## src/rtl/hazard_ctrl.sv

```systemverilog
`default_nettype none
// ============================================================================
// Module   : hazard_ctrl
// Purpose  : Pipeline hazard unit covering load-use bubbles, redirect flushes,
//            memory-wait stalls with a timeout, operand forwarding and a stall counter.
// Revision : 1.0
// ============================================================================
module hazard_ctrl #(
   parameter int TIMEOUT = 255,
   parameter int CNT_W   = 16
) (
   input  logic             clk,
   input  logic             rst_n,
   input  logic [4:0]       id_rs1,
   input  logic [4:0]       id_rs2,
   input  logic             id_use1,
   input  logic             id_use2,
   input  logic [4:0]       ex_rs1,
   input  logic [4:0]       ex_rs2,
   input  logic [4:0]       ex_rd,
   input  logic             ex_memReg,
   input  logic             ex_redirect,
   input  logic [4:0]       mem_rd,
   input  logic             mem_regWr,
   input  logic [4:0]       wb_rd,
   input  logic             wb_regWr,
   input  logic             dmem_req,
   input  logic             dmem_ack,
   input  logic             cnt_clr,
   output logic             stall_if,
   output logic             stall_id,
   output logic             stall_ex,
   output logic             stall_mem,
   output logic             flush_id,
   output logic             flush_ex,
   output logic [1:0]       fwd_a,
   output logic [1:0]       fwd_b,
   output logic             mem_err,
   output logic [CNT_W-1:0] stall_cnt
);

   localparam logic [1:0] c_run     = 2'd0;
   localparam logic [1:0] c_lduse   = 2'd1;
   localparam logic [1:0] c_memwait = 2'd2;
   localparam logic [7:0] c_wait_last = 8'(TIMEOUT - 1);

   logic [1:0]       r_state;
   logic [1:0]       w_next;
   logic [7:0]       r_wcnt;
   logic             r_err;
   logic [CNT_W-1:0] r_cnt;

   logic w_busy;
   logic w_lduse;
   logic w_timeout;
   logic w_hold_all;
   logic w_ld_stall;
   logic w_flush_id;
   logic w_flush_ex;

   assign w_busy  = dmem_req & ~dmem_ack;
   assign w_lduse = ex_memReg && (ex_rd != 5'd0) &&
                    ((id_use1 && (id_rs1 == ex_rd)) || (id_use2 && (id_rs2 == ex_rd)));
   // r_wcnt holds the number of MEMWAIT cycles already completed
   assign w_timeout = (r_state == c_memwait) && !dmem_ack && (r_wcnt == c_wait_last);

   always_comb begin
      w_next     = c_run;
      w_hold_all = 1'b0;
      w_ld_stall = 1'b0;
      w_flush_id = 1'b0;
      w_flush_ex = 1'b0;
      case (r_state)
         c_memwait: begin
            if (!dmem_ack && !w_timeout) begin
               w_hold_all = 1'b1;
               w_next     = c_memwait;
            end
         end
         default: begin
            // LDUSE falls through to the RUN rules, minus load-use re-detection
            if (w_busy) begin
               w_hold_all = 1'b1;
               w_next     = c_memwait;
            end else if (ex_redirect) begin
               w_flush_id = 1'b1;
               w_flush_ex = 1'b1;
            end else if ((r_state == c_run) && w_lduse) begin
               w_ld_stall = 1'b1;
               w_flush_ex = 1'b1;
               w_next     = c_lduse;
            end
         end
      endcase
   end

   assign stall_if  = rst_n & (w_hold_all | w_ld_stall);
   assign stall_id  = rst_n & (w_hold_all | w_ld_stall);
   assign stall_ex  = rst_n & w_hold_all;
   assign stall_mem = rst_n & w_hold_all;
   assign flush_id  = rst_n & w_flush_id;
   assign flush_ex  = rst_n & w_flush_ex;
   assign mem_err   = r_err | w_timeout;
   assign stall_cnt = r_cnt;

   always_comb begin
      fwd_a = 2'b00;
      if (mem_regWr && (mem_rd != 5'd0) && (mem_rd == ex_rs1))
         fwd_a = 2'b01;
      else if (wb_regWr && (wb_rd != 5'd0) && (wb_rd == ex_rs1))
         fwd_a = 2'b10;
   end

   always_comb begin
      fwd_b = 2'b00;
      if (mem_regWr && (mem_rd != 5'd0) && (mem_rd == ex_rs2))
         fwd_b = 2'b01;
      else if (wb_regWr && (wb_rd != 5'd0) && (wb_rd == ex_rs2))
         fwd_b = 2'b10;
   end

   always_ff @(posedge clk or negedge rst_n) begin
      if (!rst_n) begin
         r_state <= c_run;
         r_wcnt  <= 8'd0;
         r_err   <= 1'b0;
      end else begin
         r_state <= w_next;
         r_err   <= r_err | w_timeout;
         if (r_state != c_memwait)
            r_wcnt <= 8'd0;
         else
            r_wcnt <= r_wcnt + 8'd1;
      end
   end

   always_ff @(posedge clk or negedge rst_n) begin
      if (!rst_n)
         r_cnt <= '0;
      else if (cnt_clr)
         r_cnt <= '0;
      else if (stall_if && !(&r_cnt))
         r_cnt <= r_cnt + {{(CNT_W-1){1'b0}}, 1'b1};
   end

endmodule
`default_nettype wire

```

## config.mk

```make
export PLATFORM = sky130hd
export DESIGN_NAME = hazard_ctrl
export DESIGN_NICKNAME = d
export VERILOG_FILES = /design/src/rtl/hazard_ctrl.sv
export SDC_FILE = /design/constraint.sdc
export NUM_CORES = 1
export LEC_CHECK = 0
export BUFFER_PORTS_ARGS = -buffer_cell sky130_fd_sc_hd__buf_4
export CORE_MARGIN = 1
export CORE_UTILIZATION = 49
export DETAILED_ROUTE_END_ITERATION = 8
export HOLD_SLACK_MARGIN = 0.15
export PLACE_DENSITY = 0.87
export SETUP_SLACK_MARGIN = 0.2
export SLEW_MARGIN = 20
export SYNTH_ARGS = -nofsm -noshare
export SYNTH_HDL_FRONTEND = slang
export SYNTH_SLANG_ARGS = --single-unit
```

## constraint.sdc

```tcl
create_clock -name clk -period 2.56 [get_ports clk]
set_clock_uncertainty 0.1 [all_clocks]
set_input_delay 0.512 -clock clk [delete_from_list [all_inputs] [get_ports clk]]
set_output_delay 0.512 -clock clk [all_outputs]
set_load 0.01 [all_outputs]
```

==> results of run 1 <==
critical path, delay by kind of cell:
family / cells / cell delay [ps]
simple gates: 3 / 710
compound gates: 1 / 200
buf+inv: 3 / 410
power by group:
group | total [W] | leakage (nW) | switching [W] | internal, W
clock network | 0.000241 | 0.0228 | 0.000129 | 0.000112
registers | 0.000437 | 0.367 | 0.00000551 | 0.000432
logic | 0.000217 | 0.844 | 0.000101 | 0.000116
path summary, 6_finish.rpt:
| kind | to | start | slack [ps] |
|---|---|---|---|
| worst max-delay path | fwd_b[1] | mem_rd[2] | 120 |
| min in group clk | r_state[0] | ex_redirect | 310 |
| worst min register to register | r_err | r_err | 380 |
| worst min-delay path | stall_cnt[14] | rst_n | 140 |
| worst max register to register | stall_cnt[15] | r_wcnt[1] | 390 |
| max in group asynchronous | r_wcnt[7] | rst_n | 1700 |
stage by stage:
stage                     cell area, µm²  setup WS [ps]
after floorplan                     1870            174
after detailed placement            2450          -12.4
final                               2650            125
after CTS                           2610            153
after global placement              2450           54.6
after global routing                2650           57.8
kinds of logic (layout without fill, tap and decap cells):
| kind of cell | Yosys count | after routing | synth area share [%] |
|---|---|---|---|
| muxes | 1 | 1 | 0.542 |
| buffers and inverters | 13 | 94 | 4.13 |
| adders and majority gates | 3 | 3 | 2.03 |
| and+or+nand+nor | 91 | 91 | 28.7 |
| DFF | 27 | 27 | 36.6 |
| AOI/OAI and AO/OA | 11 | 11 | 4.33 |
| xor gates and xnor gates | 50 | 50 | 23.7 |
synth_stat cells, drive strengths merged, types with 3 or more instances:
master / n
and2: 5
and3: 9
buf: 6
dfrtp: 27
ha: 3
inv: 5
nand2: 6
nand3: 16
nand4: 10
nor2: 26
nor3: 4
nor4: 4
o21ai: 4
or4: 5
xnor2: 17
xor2: 33
metal layers:
layer | track usage, % | share of wire [%] | wire length (µm) | up-vias
li1 | - | - | - | 835
met1 | 29.5 | 41 | 1930 | 833
met2 | 42.7 | 50 | 2330 | 68
met3 | 5.43 | 6.8 | 319 | 11
met4 | 11.4 | 2.1 | 97 | 0
met5 | 0 | 0 | 0 | -
layout make-up:
| class | count | area share (%) |
|---|---|---|
| clock buffer | 4 | 1.70 |
| inverter | 5 | 0.708 |
| sequential | 27 | 25.5 |
| timing repair buffer | 85 | 25.4 |
| tap | 46 | 2.17 |
| multi-input combinational | 156 | 44.4 |
flip-flops by register name, indices dropped and copies added, names as in the netlist:
| name | count |
|---|---|
| stall_cnt | 16 |
| r_err | 1 |
| r_wcnt | 8 |
| r_state | 2 |
what timing repair did:
item                                    in CTS  in global routing
endpoints found under the setup margin       7                  9
hold endpoints to repair                     2                  0
pin swaps                                   12                  1
resized for setup                           16                  8
setup buffers                                5                  2
hold buffers                                 1                  0
==> impl_summary.log, run 1 <==
INFO  metric run_status = complete, no violations
INFO  metric grt.total_usage = 24.9%
INFO  metric worstPathArrival = 1820 ps
INFO  metric grt-ovfl-total = 0
INFO  metric ir_worst_vdd = 0.188 mV
INFO  metric synthesis.yosys.warnings = 0
INFO  metric place.detailed.instances = 311
INFO  metric core = 0.00347 mm²
INFO  metric period_share = 95.1%
INFO  metric gpl.final_weighted_congestion = 0.794
INFO  metric yosys_register_bits = 27
INFO  metric drt_first_pass_iters = 6
INFO  metric synth_area_leader_cell = sky130_fd_sc_hd__dfrtp_1
INFO  metric die_width = 63.4 µm
INFO  metric sum_of_internal_switching_and_leakage_power = 0.000895 W
INFO  metric synth_seq_area_share = 36.6%
INFO  metric wl_per_cell = 14.5 µm
INFO  metric worst_ep_required_time = 1950 ps
INFO  metric timing.max_cap.violations = 0
INFO  metric grt_first_pass_wirelength = 7800 µm
INFO  metric cts.htree.levels = 1
INFO  metric pin_count = 73
INFO  metric synth.lib_cells_used.distinct = 35
INFO  metric initialDrtViolationCount = 42
INFO  metric multi_input_comb_area = 0.00118 mm²
INFO  metric first_global_vias = 1,793
INFO  metric tritoncts_num_sinks = 27
INFO  metric detail_route.wirelength = 4680 µm
INFO  metric placement_rows = 21
INFO  metric max_stage_delay = 530 ps
INFO  metric starting_utilization_of_the_core_area = 53.3%
INFO  metric synth_flop_cell = sky130_fd_sc_hd__dfrtp_1
INFO  metric viasPerCell = 5.41
INFO  metric post_layout_nonfiller_instances = 323
INFO  metric slew_viol_final = 0
INFO  metric critical-path-slowest-cell = sky130_fd_sc_hd__or4_4
INFO  metric synth_enable_flop_cells = 0
INFO  metric synth-async-reset-ratio = 100%
INFO  metric finish.net_count = 327
INFO  metric cts-root-buf = sky130_fd_sc_hd__clkbuf_8
INFO  metric setup_total_negative_slack = 0 ps
INFO  metric max-slew-margin-rel = 76.2%
INFO  metric synth_top_area_share = 36.6%
INFO  metric synth_area = 0.00185 mm²
INFO  metric finalWorstPathRequiredPeriod = 2440 ps
INFO  metric drc_errors = 0
INFO  metric detailed_place_hpwl = 3460 µm
INFO  metric mappedNetlistNets = 245
INFO  metric antenna_violation_net_count_after_detailed_routing = 0
INFO  metric worst-r2r-cell-count = 9
INFO  metric fmaxAchievable = 0.411 GHz
INFO  metric report.final.hold_viol_count = 0
INFO  metric finish_stage_setup_viols = 0
INFO  metric cell_types_occupying_the_most_area_after_synthesis = sky130_fd_sc_hd__dfrtp_1, sky130_fd_sc_hd__xor2_1, sky130_fd_sc_hd__xnor2_1
INFO  metric timing.hold.ws = 141 ps
INFO  metric power_density = 338 mW/mm²
INFO  metric fin_util = 76.4%
INFO  metric max-clock-path-buffers = 2
INFO  metric critical_path_class = input pin to output pin
INFO  metric die_area = 0.00402 mm²
INFO  metric critical_path.max_fanout = 3
INFO  metric tritoncts_clock_tree = done
INFO  metric cellLeakagePower = 1.23 nW
INFO  metric die_height = 63.4 µm
INFO  metric holdCritPathClass = input pin to asynchronous set/reset pin
INFO  metric max_slew.worst_pin.slew = 353 ps
INFO  metric clkTransAtPathRegs = 90 ps
INFO  metric cp-start-kind = input pin
INFO  metric vias = 1,747
INFO  metric drive_gt1_share = 41.9%
INFO  metric antenna_cells_inserted = 0
INFO  metric most_common_library_cell_in_the_layout_ignoring_fill_and_taps = sky130_fd_sc_hd__buf_4
INFO  metric sequence_of_cells_on_the_critical_path = buf_4, or4_4, o21ai_4, buf_6, nor4_2, nor4_2, buf_4
INFO  metric synthesis.area_per_instance = 9.43 µm²
INFO  metric layout.area.seq = 677 µm²
INFO  metric worstSkewPairLatency = 270 ps
INFO  metric num-fill-cells = 243
INFO  metric flow.area_growth_from_synthesis = 43.4%
INFO  metric grt_start_max_net_pins = 26
INFO  metric most-common-layout-cells = sky130_fd_sc_hd__buf_4, sky130_fd_sc_hd__xor2_1, sky130_fd_sc_hd__nor2_1, sky130_fd_sc_hd__dfrtp_1, sky130_fd_sc_hd__xnor2_1
INFO  metric syn-instance-count = 196
INFO  metric critPathCaptureType = output pin
INFO  metric portBuffers = 72
INFO  metric antenna_found_initial = 0
INFO  metric rsz0062_at_grt = yes
INFO  metric clock_buffers_created_by_tritoncts = 3
No activity file was read; power rests on OpenSTA's default activity.
==> run 2, diff against run 1 <==
Settings changed: BUFFER_PORTS_ARGS -buffer_cell sky130_fd_sc_hd__buf_4 to -buffer_cell sky130_fd_sc_hd__buf_2.
==> impl_summary.log, run 2 (synthesis gave the netlist of run 1 again) <==
INFO  metric fin_ws = 147 ps
INFO  metric starting_utilization_of_the_core_area = 53.3%
INFO  metric wl_per_cell = 13.9 µm
INFO  metric antenna_cells_inserted = 0
INFO  metric critical_path_class = input pin to output pin
INFO  metric drc_errors = 0
INFO  metric gpl.final_weighted_congestion = 0.787
INFO  metric core = 0.00347 mm²
INFO  metric grt_start_max_net_pins = 28
INFO  metric run_status = complete, no violations
INFO  metric multi_input_comb_area = 0.00119 mm²
INFO  metric cts.hold.buffers_added = 0
INFO  metric num-fill-cells = 241
INFO  metric timing.max_cap.violations = 0
INFO  metric die_width = 63.4 µm
INFO  metric worstSkewPairLatency = 270 ps
INFO  metric critPathCaptureType = output pin
INFO  metric grt.total_usage = 23.3%
INFO  metric fmaxAchievable = 0.414 GHz
INFO  metric holdCritPathClass = input pin to asynchronous set/reset pin
INFO  metric dpl_cell_area = 0.00227 mm²
INFO  metric cts-root-buf = sky130_fd_sc_hd__clkbuf_8
INFO  metric drt_first_pass_iters = 4
INFO  metric drive_gt1_share = 40.6%
INFO  metric layout.area.seq = 676 µm²
INFO  metric finalWorstPathRequiredPeriod = 2410 ps
INFO  metric report.final.hold_viol_count = 0
INFO  metric antenna_found_initial = 0
INFO  metric max_slew.worst_pin.slew = 333 ps
INFO  metric most_common_library_cell_in_the_layout_ignoring_fill_and_taps = sky130_fd_sc_hd__buf_2
INFO  metric flow.area_growth_from_synthesis = 35.2%
INFO  metric dp_worst_setup_slack = 32.4 ps
INFO  metric post_layout_nonfiller_instances = 322
INFO  metric slew_viol_final = 0
INFO  metric tritoncts_num_sinks = 27
INFO  metric portBuffers = 72
INFO  metric viasPerCell = 5.34
INFO  metric first_global_vias = 1,755
INFO  metric vias = 1,718
INFO  metric antenna_violation_net_count_after_detailed_routing = 0
INFO  metric largest_reg_flops = 16
INFO  metric die_area = 0.00402 mm²
INFO  metric placement_rows = 21
INFO  metric detail_route.wirelength = 4470 µm
INFO  metric die_height = 63.4 µm
INFO  metric post-route-cell-area = 0.00250 mm²
INFO  metric tritoncts_clock_tree = done
INFO  metric grt_first_pass_wirelength = 7490 µm
INFO  metric worstPathArrival = 1800 ps
INFO  metric grt-ovfl-total = 0
INFO  metric initialDrtViolationCount = 46
INFO  metric power_density = 351 mW/mm²
INFO  metric max-slew-margin-rel = 77.8%
INFO  metric critical_path.max_fanout = 2
INFO  metric worst_ep_required_time = 1950 ps
INFO  metric clock_buffers_created_by_tritoncts = 3
INFO  metric place.detailed.instances = 311
INFO  metric detailed_place_hpwl = 3210 µm
INFO  metric rsz0062_at_grt = yes
INFO  metric cp-start-kind = input pin
INFO  metric cts.htree.levels = 1
INFO  metric ir_worst_vdd = 0.298 mV
INFO  metric clkTransAtPathRegs = 90 ps
INFO  metric setup_total_negative_slack = 0 ps
INFO  metric pin_count = 73
INFO  metric sum_of_internal_switching_and_leakage_power = 0.000878 W
INFO  metric max-clock-path-buffers = 2
INFO  metric finish_stage_setup_viols = 0
INFO  metric finish.net_count = 326
INFO  metric period_share = 94.3%
INFO  metric most-common-layout-cells = sky130_fd_sc_hd__buf_2, sky130_fd_sc_hd__xor2_1, sky130_fd_sc_hd__dfrtp_1
INFO  metric cellLeakagePower = 1.21 nW
run 2: area by class of cell:
type	instances	area share (%)
multi-input combinational	156	47.7
sequential	27	27.0
timing repair buffer	84	20.4
tap	46	2.30
clock buffer	4	1.80
inverter	5	0.751
run 2: worst max-delay path, cell delays in order:
cell	delay, ps
sky130_fd_sc_hd__buf_8	90
sky130_fd_sc_hd__or4_4	540
sky130_fd_sc_hd__o21ai_4	180
sky130_fd_sc_hd__buf_6	130
sky130_fd_sc_hd__nor4_4	40
sky130_fd_sc_hd__nor4_2	150
sky130_fd_sc_hd__buf_2	170
run 2: path summary, 6_finish.rpt:
path	from	to	slack (ps)	cells past startpoint
max	mem_rd[4]	fwd_b[1]	150	7
min	rst_n	stall_cnt[14]	180	2
max reg2reg	r_wcnt[0]	stall_cnt[15]	370	10
min reg2reg	r_err	r_err	360	2
max in group asynchronous	rst_n	r_wcnt[3]	1930	2
min in group clk	ex_redirect	r_state[0]	340	2
run 2: report_power, final:
group / internal (W) / switching (W)
combinational: 0.0000969 / 0.000105
sequential: 0.000431 / 0.00000402
clock: 0.000111 / 0.000129
total: 0.000640 / 0.000238
run 2: routing by layer:
metal  track usage, %  vias up  share of wire [%]
li1                 -      835                  -
met4             6.53        0                1.6
met3             5.62        8                9.0
met2             40.2       84                 49
met5                0        -                  0
met1             28.7      791                 41
run 2: per-stage QoR:
| step | hold WS (ps) | utilization [%] |
|---|---|---|
| detailed placement | 374 | 65.4 |
| global placement | 361 | 65.4 |
| CTS | 204 | 71.4 |
| finish | 179 | 72.0 |
| floorplan | 116 | - |
| global route | 209 | 72.0 |
run 2: repair_timing:
action                     in CTS  in global routing
resized for setup              25                  3
cloned                          0                  0
setup endpoints to repair       4                  7
pin swaps                      13                  2
buffers inserted                6                  1
